--- config.mk ---
export PLATFORM = sky130hd
export DESIGN_NAME = dma_copy_engine
export DESIGN_NICKNAME = d
export VERILOG_FILES = /design/src/rtl/dma_copy_engine_pkg.sv /design/src/rtl/dma_copy_engine_cfg_regs.sv /design/src/rtl/dma_copy_engine.sv
export SDC_FILE = /design/constraint.sdc
export NUM_CORES = 1
export LEC_CHECK = 0
export BUFFER_PORTS_ARGS = -buffer_cell sky130_fd_sc_hd__buf_4
export CAP_MARGIN = 10
export CORE_MARGIN = 2
export CORE_UTILIZATION = 35
export DETAILED_ROUTE_END_ITERATION = 6
export GPL_TIMING_DRIVEN = 0
export HOLD_SLACK_MARGIN = 0.06
export REMOVE_ABC_BUFFERS = 1
export SETUP_SLACK_MARGIN = 0.02
export SYNTH_ARGS = -nofsm -noshare
export SYNTH_HDL_FRONTEND = slang
export SYNTH_SLANG_ARGS = --single-unit
export TNS_END_PERCENT = 5
--- constraint.sdc ---
create_clock -name clk -period 10.2 [get_ports clk]
set_input_delay 2.04 -clock clk [delete_from_list [all_inputs] [get_ports clk]]
set_output_delay 2.04 -clock clk [all_outputs]
set_load 0.02 [all_outputs]
--- src/rtl/dma_copy_engine_pkg.sv ---
// Shared definitions for the DMA copy engine: memory constants, register
// offsets, access-size encodings, FSM states and small helpers.
package dma_copy_engine_pkg;

   localparam int MEM_DATA_W = 32;
   localparam int MEM_BYTES  = MEM_DATA_W / 8;

   localparam logic [3:0] REG_SRC_OFS  = 4'h0;
   localparam logic [3:0] REG_DST_OFS  = 4'h4;
   localparam logic [3:0] REG_LEN_OFS  = 4'h8;
   localparam logic [3:0] REG_CTRL_OFS = 4'hC;

   localparam logic [1:0] SIZE_BYTE = 2'b00;
   localparam logic [1:0] SIZE_HALF = 2'b01;
   localparam logic [1:0] SIZE_WORD = 2'b10;
   localparam logic [1:0] SIZE_RSVD = 2'b11;

   typedef enum logic [2:0] {
      ST_IDLE,
      ST_RD,
      ST_RDW,
      ST_WR,
      ST_WRW,
      ST_END
   } dma_state_t;

   // Address step per element; the reserved size never reaches a transfer.
   function automatic logic [2:0] size_to_incr(input logic [1:0] size);
      case (size)
         SIZE_BYTE: return 3'd1;
         SIZE_HALF: return 3'd2;
         SIZE_WORD: return 3'd4;
         default:   return 3'd0;
      endcase
   endfunction

   // The reserved size is treated as never aligned so it is rejected at start.
   function automatic logic addr_misaligned(input logic [1:0] lsb, input logic [1:0] size);
      case (size)
         SIZE_BYTE: return 1'b0;
         SIZE_HALF: return lsb[0];
         SIZE_WORD: return |lsb;
         default:   return 1'b1;
      endcase
   endfunction

   // Zero the bytes above the element so write data is clean right-aligned.
   function automatic logic [31:0] mask_to_size(input logic [31:0] d, input logic [1:0] size);
      case (size)
         SIZE_BYTE: return {24'h0, d[7:0]};
         SIZE_HALF: return {16'h0, d[15:0]};
         default:   return d;
      endcase
   endfunction

endpackage

--- src/rtl/dma_copy_engine_cfg_regs.sv ---
// Register file for the DMA copy engine: SRC/DST/LEN/CTRL storage, sticky
// status bits, registered read path and the level interrupt.
module dma_cfg_regs
   import dma_copy_engine_pkg::*;
#(
   parameter int LEN_W  = 16,
   parameter int ADDR_W = 32
) (
   input  logic              clk,
   input  logic              rst,
   input  logic [3:0]        cfg_addr,
   input  logic              cfg_write_en,
   input  logic [31:0]       cfg_write_data,
   input  logic              cfg_read_en,
   output logic [31:0]       cfg_read_data,
   input  logic              busy,
   input  logic [LEN_W-1:0]  remaining,
   input  logic              start_ack,
   input  logic              set_done,
   input  logic              set_error,
   input  logic              set_aborted,
   output logic [ADDR_W-1:0] reg_src,
   output logic [ADDR_W-1:0] reg_dst,
   output logic [LEN_W-1:0]  reg_len,
   output logic [1:0]        reg_size,
   output logic [1:0]        size_eff,
   output logic              start_req,
   output logic              abort_req,
   output logic              irq
);

   logic [ADDR_W-1:0] src_q, src_d, dst_q, dst_d;
   logic [LEN_W-1:0]  len_q, len_d;
   logic [1:0]        size_q, size_d;
   logic              irq_en_q, irq_en_d;
   logic              done_q, done_d, error_q, error_d, aborted_q, aborted_d;
   logic [31:0]       rdata_q, rdata_d;
   logic [1:0]        reg_sel;
   logic              wr_src, wr_dst, wr_len, wr_ctrl;
   logic [31:0]       status_w;
   logic              cfg_addr_unused;

   assign cfg_addr_unused = ^cfg_addr[1:0];

   // Decode writes, update stored fields and status, build the read word.
   always_comb begin
      reg_sel  = cfg_addr[3:2];
      wr_src   = cfg_write_en && (reg_sel == REG_SRC_OFS[3:2]);
      wr_dst   = cfg_write_en && (reg_sel == REG_DST_OFS[3:2]);
      wr_len   = cfg_write_en && (reg_sel == REG_LEN_OFS[3:2]);
      wr_ctrl  = cfg_write_en && (reg_sel == REG_CTRL_OFS[3:2]);
      src_d    = src_q;
      dst_d    = dst_q;
      len_d    = len_q;
      size_d   = size_q;
      irq_en_d = irq_en_q;
      if (wr_src && !busy) src_d = ADDR_W'(cfg_write_data);
      if (wr_dst && !busy) dst_d = ADDR_W'(cfg_write_data);
      if (wr_len && !busy) len_d = cfg_write_data[LEN_W-1:0];
      if (wr_ctrl) begin
         irq_en_d = cfg_write_data[4];
         if (!busy) size_d = cfg_write_data[3:2];
      end
      // Clear first so a same-cycle set always wins.
      done_d    = done_q;
      error_d   = error_q;
      aborted_d = aborted_q;
      if (start_ack || (wr_ctrl && cfg_write_data[8])) begin
         done_d    = 1'b0;
         error_d   = 1'b0;
         aborted_d = 1'b0;
      end
      if (set_done)    done_d    = 1'b1;
      if (set_error)   error_d   = 1'b1;
      if (set_aborted) aborted_d = 1'b1;
      status_w        = '0;
      status_w[0]     = busy;
      status_w[1]     = done_q;
      status_w[2]     = error_q;
      status_w[3]     = aborted_q;
      status_w[5:4]   = size_q;
      status_w[6]     = irq_en_q;
      status_w[31:16] = 16'(remaining);
      rdata_d = rdata_q;
      if (cfg_read_en) begin
         case (reg_sel)
            REG_SRC_OFS[3:2]: rdata_d = 32'(src_q);
            REG_DST_OFS[3:2]: rdata_d = 32'(dst_q);
            REG_LEN_OFS[3:2]: rdata_d = 32'(len_q);
            default:          rdata_d = status_w;
         endcase
      end
   end

   // Register state.
   always_ff @(posedge clk or posedge rst) begin
      if (rst) begin
         src_q     <= '0;
         dst_q     <= '0;
         len_q     <= '0;
         size_q    <= SIZE_BYTE;
         irq_en_q  <= 1'b0;
         done_q    <= 1'b0;
         error_q   <= 1'b0;
         aborted_q <= 1'b0;
         rdata_q   <= '0;
      end else begin
         src_q     <= src_d;
         dst_q     <= dst_d;
         len_q     <= len_d;
         size_q    <= size_d;
         irq_en_q  <= irq_en_d;
         done_q    <= done_d;
         error_q   <= error_d;
         aborted_q <= aborted_d;
         rdata_q   <= rdata_d;
      end
   end

   assign cfg_read_data = rdata_q;
   assign reg_src       = src_q;
   assign reg_dst       = dst_q;
   assign reg_len       = len_q;
   assign reg_size      = size_q;
   // A start that carries a new size must be checked against that size.
   assign size_eff      = (wr_ctrl && !busy) ? cfg_write_data[3:2] : size_q;
   assign start_req     = wr_ctrl && cfg_write_data[0];
   assign abort_req     = wr_ctrl && cfg_write_data[1];
   assign irq           = irq_en_q && (done_q || error_q || aborted_q);

endmodule

--- src/rtl/dma_copy_engine.sv ---
// Memory-to-memory copy initiator: alternates single-element reads and
// writes on the dmem port until the count expires, an abort, or a fault.
//
//   state | meaning
//   IDLE  | waiting for start; checks length and alignment
//   RD    | issue read of src when dmem_ready
//   RDW   | read result/fault cycle; capture element
//   WR    | issue write to dst when dmem_ready
//   WRW   | write fault cycle; advance pointers and count
//   END   | busy dropped; back to IDLE next cycle
module dma_copy_engine
   import dma_copy_engine_pkg::*;
#(
   parameter int LEN_W  = 16,
   parameter int ADDR_W = 32
) (
   input  logic              clk,
   input  logic              rst,
   input  logic [3:0]        cfg_addr,
   input  logic              cfg_write_en,
   input  logic [31:0]       cfg_write_data,
   input  logic              cfg_read_en,
   output logic [31:0]       cfg_read_data,
   output logic [ADDR_W-1:0] dmem_addr,
   output logic [1:0]        dmem_size,
   output logic              dmem_read_en,
   output logic              dmem_write_en,
   output logic [31:0]       dmem_write_data,
   input  logic [31:0]       dmem_read_data,
   input  logic              dmem_ready,
   input  logic              fault,
   output logic              irq
);

   dma_state_t        state_q, state_d;
   logic [ADDR_W-1:0] src_q, src_d, dst_q, dst_d;
   logic [LEN_W-1:0]  cnt_q, cnt_d;
   logic [31:0]       data_q, data_d;
   logic [ADDR_W-1:0] reg_src, reg_dst;
   logic [LEN_W-1:0]  reg_len;
   logic [1:0]        reg_size, size_eff;
   logic              start_req, abort_req, start_ack;
   logic              set_done, set_error, set_aborted;
   logic              busy;
   logic [ADDR_W-1:0] step;

   assign busy = (state_q != ST_IDLE) && (state_q != ST_END);
   assign step = ADDR_W'(size_to_incr(reg_size));

   dma_cfg_regs #(.LEN_W(LEN_W), .ADDR_W(ADDR_W)) u_regs (
      .clk            (clk),
      .rst            (rst),
      .cfg_addr       (cfg_addr),
      .cfg_write_en   (cfg_write_en),
      .cfg_write_data (cfg_write_data),
      .cfg_read_en    (cfg_read_en),
      .cfg_read_data  (cfg_read_data),
      .busy           (busy),
      .remaining      (cnt_q),
      .start_ack      (start_ack),
      .set_done       (set_done),
      .set_error      (set_error),
      .set_aborted    (set_aborted),
      .reg_src        (reg_src),
      .reg_dst        (reg_dst),
      .reg_len        (reg_len),
      .reg_size       (reg_size),
      .size_eff       (size_eff),
      .start_req      (start_req),
      .abort_req      (abort_req),
      .irq            (irq)
   );

   // Next-state, datapath and dmem request generation.
   always_comb begin
      state_d         = state_q;
      src_d           = src_q;
      dst_d           = dst_q;
      cnt_d           = cnt_q;
      data_d          = data_q;
      dmem_read_en    = 1'b0;
      dmem_write_en   = 1'b0;
      dmem_addr       = '0;
      dmem_size       = SIZE_BYTE;
      dmem_write_data = '0;
      start_ack       = 1'b0;
      set_done        = 1'b0;
      set_error       = 1'b0;
      set_aborted     = 1'b0;
      case (state_q)
         ST_IDLE: begin
            if (start_req) begin
               start_ack = 1'b1;
               src_d     = reg_src;
               dst_d     = reg_dst;
               cnt_d     = reg_len;
               if (reg_len == '0) begin
                  set_done = 1'b1;
               end else if (addr_misaligned(reg_src[1:0], size_eff) ||
                            addr_misaligned(reg_dst[1:0], size_eff)) begin
                  set_error = 1'b1;
               end else begin
                  state_d = ST_RD;
               end
            end
         end
         ST_RD: begin
            if (abort_req) begin
               set_aborted = 1'b1;
               state_d     = ST_END;
            end else if (dmem_ready) begin
               dmem_read_en = 1'b1;
               dmem_addr    = src_q;
               dmem_size    = reg_size;
               state_d      = ST_RDW;
            end
         end
         ST_RDW: begin
            if (fault) begin
               set_error = 1'b1;
               state_d   = ST_END;
            end else if (abort_req) begin
               set_aborted = 1'b1;
               state_d     = ST_END;
            end else begin
               data_d  = mask_to_size(dmem_read_data, reg_size);
               state_d = ST_WR;
            end
         end
         ST_WR: begin
            if (abort_req) begin
               set_aborted = 1'b1;
               state_d     = ST_END;
            end else if (dmem_ready) begin
               dmem_write_en   = 1'b1;
               dmem_addr       = dst_q;
               dmem_size       = reg_size;
               dmem_write_data = data_q;
               state_d         = ST_WRW;
            end
         end
         ST_WRW: begin
            if (fault) begin
               set_error = 1'b1;
               state_d   = ST_END;
            end else if (abort_req) begin
               set_aborted = 1'b1;
               state_d     = ST_END;
            end else begin
               cnt_d = cnt_q - LEN_W'(1);
               src_d = src_q + step;
               dst_d = dst_q + step;
               if (cnt_q == LEN_W'(1)) begin
                  set_done = 1'b1;
                  state_d  = ST_END;
               end else begin
                  state_d = ST_RD;
               end
            end
         end
         ST_END:  state_d = ST_IDLE;
         default: state_d = ST_IDLE;
      endcase
   end

   // State and datapath registers; reset drops any request immediately.
   always_ff @(posedge clk or posedge rst) begin
      if (rst) begin
         state_q <= ST_IDLE;
         src_q   <= '0;
         dst_q   <= '0;
         cnt_q   <= '0;
         data_q  <= '0;
      end else begin
         state_q <= state_d;
         src_q   <= src_d;
         dst_q   <= dst_d;
         cnt_q   <= cnt_d;
         data_q  <= data_d;
      end
   end

endmodule
==> flow_summary.toml <==
[floorplanning]
die_area_sq_um = 37800
die_h_um = 194
core_area_sq_um = 35700
pin_count = 175
num_rows = 69
initial_utilization_pct = 35.6
die_x_um = 194

[timing]
rsz0062_at_grt = "false"
relSlewSlack_pct = 19.8
tightest_slew_ns = 1.20
setup_viol = 0
period_needed_ns = 7.06
finalWorstSetupSlack_ns = 3.14
hold_viol_final = 0
finalClockSkew_ns = 0.0142
final.period_utilization_pct = 69.2
report.final.slew_viol_count = 0
timing.fmax_ghz = 0.142

[global_routing]
grt_usage_pct = 20.8
antenna_found_initial = 0
grt_pass1_vias = 10500
grt_pass1_wl_mm = 62.4
grt.overflow.total = 0
grt_start_max_net_pins = 94

[yosys]
yosys-top-cells-area = "dfrtp_1 46%, mux2_2 8.0%, a21oi_1 5.1%"
synthArstFlopShare_pct = 100
synth_top_family_by_area = "simple AND/OR/NAND/NOR gates"
synth_compound_area_share_pct = 15.5
yosys.area.top_type = "dfrtp_1"
synth_cells = 1345
syn_area_per_cell_sq_um = 9.44
synth_flop_cell = "dfrtp_1"
synthMuxAreaShare_pct = 14.1
netlist_area_sq_um = 12700
synth-seq-area-share_pct = 45.9
yosys.area_share.adder_pct = 1.10
yosysMostFrequentCell = "dfrtp_1"
synth_top_area_share_pct = 45.9
synth_commonest_cells = "233 x dfrtp_1, 155 x nand2_1, 148 x nor2_1, 129 x a21oi_1, 90 x mux2_2"
synth_cell_types = 74
yosysWarnings = 0
ys_ff_latch = 233
synth-xor-area-share_pct = 0.138
synth_simple_gate_area_share_pct = 19.3
synth_edf_count = 0

[power]
ir_drop_uv = 169
clock_power_share_pct = 22.1
power_density_nw_per_um2 = 295
combPwrFrac_pct = 37.3
power.switching_mw = 1.84
p_leak_nw = 6.89
internal_power_mw = 2.73
sw_frac_of_total_pct = 40.2
p_seq_share_pct = 40.6

[clock_network]
clk_latency_ns = 0.56
root_buffer = "clkbuf_16"
clkTransAtPathRegs_ns = 0.06
cts_resized = 0
postCtsSetupBuffers = 0
numCtsBuffers = 28
ctsHoldBuffers = 0
htree_levels = 1
cts_tree = "built"
clockBufferDepth = 3
cts_sinks = 233

[route]
post_drt_wl_per_cell_um = 20.7
wirelength_mm = 40.3
dr.pass1.iters = 7
via_per_inst = 5.60
top_layer = "met4"
drc = 15
dr_wl_met2_mm = 18.6
num_vias = 10900
route.met3.wl_mm = 2.37
first_iter_violations = 846
m1WireLength_mm = 18.4
drtAntennaViolNets = 0

[placement]
place_ws_ns = 3.13
dp_hpwl_mm = 27.9
io_buffers = 172
gp_congestion = 0.826

[worst_setup_path]
r2r_slack_ns = 6.19
setup.worst_path.class = "in -> out"
cp_max_fo = 40
regToRegEndpoint = "dst_q[30]"
worstPathRequired_ns = 8.16
worst_setup_path_start_kind = "input port"
end_kind = "primary output"
r2r_cells = 11
arrival_ns = 5.02
reg2reg_from = "u_regs.reg_size[1]"

[outcome]
violations = "design-rule violations"
status = "finished, violations left"

[worst_hold_path]
holdPathEnd = "data_q[25]"
hold_path.class = "reg -> reg"
hp-start = "data_q[25]"
worstHoldPathCells = 2

[cells_and_area]
fin_util_pct = 43.4
nets = 1550
n_antenna_cell = 0
syn_to_final_growth_pct = 22.0
layout-drive-gt1-share_pct = 24.6

[job]
max_cap_violations = 0
final cells by class:
class,instances,area (sq um)
Clock buffer,38,788
Clock inverter,14,143
Fill cell,3493,20200
Inverter,18,75.1
Multi-Input combinational cell,996,6400
Sequential cell,233,5830
Tap cell,461,577
Timing Repair Buffer,189,1670
layout by cell type (no fill, tap or decap), types with 8 or more instances in the layout:
cell type	n
o22ai_1	21
dfrtp_1	232
and3_1	44
buf_16	10
o22a_1	14
a31oi_1	15
a22o_1	8
clkinv_2	8
ha_1	8
nand3_1	53
mux2_2	90
a2bb2oi_1	9
nor2_1	148
mux2i_1	62
inv_1	17
o21ai_0	61
nand2_1	154
buf_4	172
nor4_1	11
a21oi_1	129
nand4_1	15
nor3_1	22
clkbuf_16	28
and2_1	8
cell families after synthesis:
| logic type | after synthesis |
|---|---|
| buffers and inverters | 116 |
| muxes | 159 |
| xor gates and xnor gates | 2 |
| DFF | 233 |
| adders and majority gates | 10 |
| AOI/OAI and AO/OA | 320 |
| and+or+nand+nor | 505 |
power by group through the flow:
stage,logic [mW],registers (mW),clock network (mW)
finish,1.70,1.86,1.01
global route,1.88,1.92,1.07
CTS,1.71,1.85,1.03
detailed placement,1.70,1.86,0
global placement,1.61,1.87,0
floorplan,1.12,1.74,0
flip-flops by register name, summed over array words and instances, names as in the netlist, 2 cells and up:
register / flops
cnt_q: 16
data_q: 32
dst_q: 32
src_q: 32
state_q: 3
u_regs.cfg_read_data: 32
u_regs.reg_dst: 32
u_regs.reg_len: 16
u_regs.reg_size: 2
u_regs.reg_src: 32
critical path, cell delays in order:
cell	delay, ns
buf_4	0.59
and2_1	0.78
nand3_1	0.38
and3_1	0.65
and3_1	0.40
buf_4	0.16
worst max path at each step:
| stage | startpoint | to | slack, ns | cells past startpoint |
|---|---|---|---|---|
| global route | cfg_addr[2] | dmem_write_data[29] | 2.91 | 6 |
| CTS | cfg_addr[2] | dmem_write_data[20] | 3.12 | 6 |
| detailed placement | cfg_addr[2] | dmem_write_data[20] | 3.13 | 6 |
| global placement | rst | u_regs.reg_src[29] | -1.47 | 2 |
| finish | cfg_addr[2] | dmem_write_data[20] | 3.14 | 6 |
| floorplan | rst | cnt_q[0] | 1.77 | 1 |
per-stage QoR:
stage               power, mW  hold slack, ns  area, sq um  instances  setup TNS, ns
finish                   4.57           0.460        15500       1949              0
global placement         3.48           0.443        14100       1880        -378.08
floorplan                2.86           0.431        12300       1247              0
detailed placement       3.56           0.450        14600       1897              0
global route             4.87           0.475        15500       1949              0
CTS                      4.58           0.463        15500       1949              0
routing by layer:
layer | GRT usage [%] | vias to the layer above
met1 | 30.1 | 5416
li1 | - | 5099
met5 | 0 | -
met4 | 5.75 | 0
met3 | 2.41 | 60
met2 | 33.0 | 337
(Power assumes the default switching activity.)
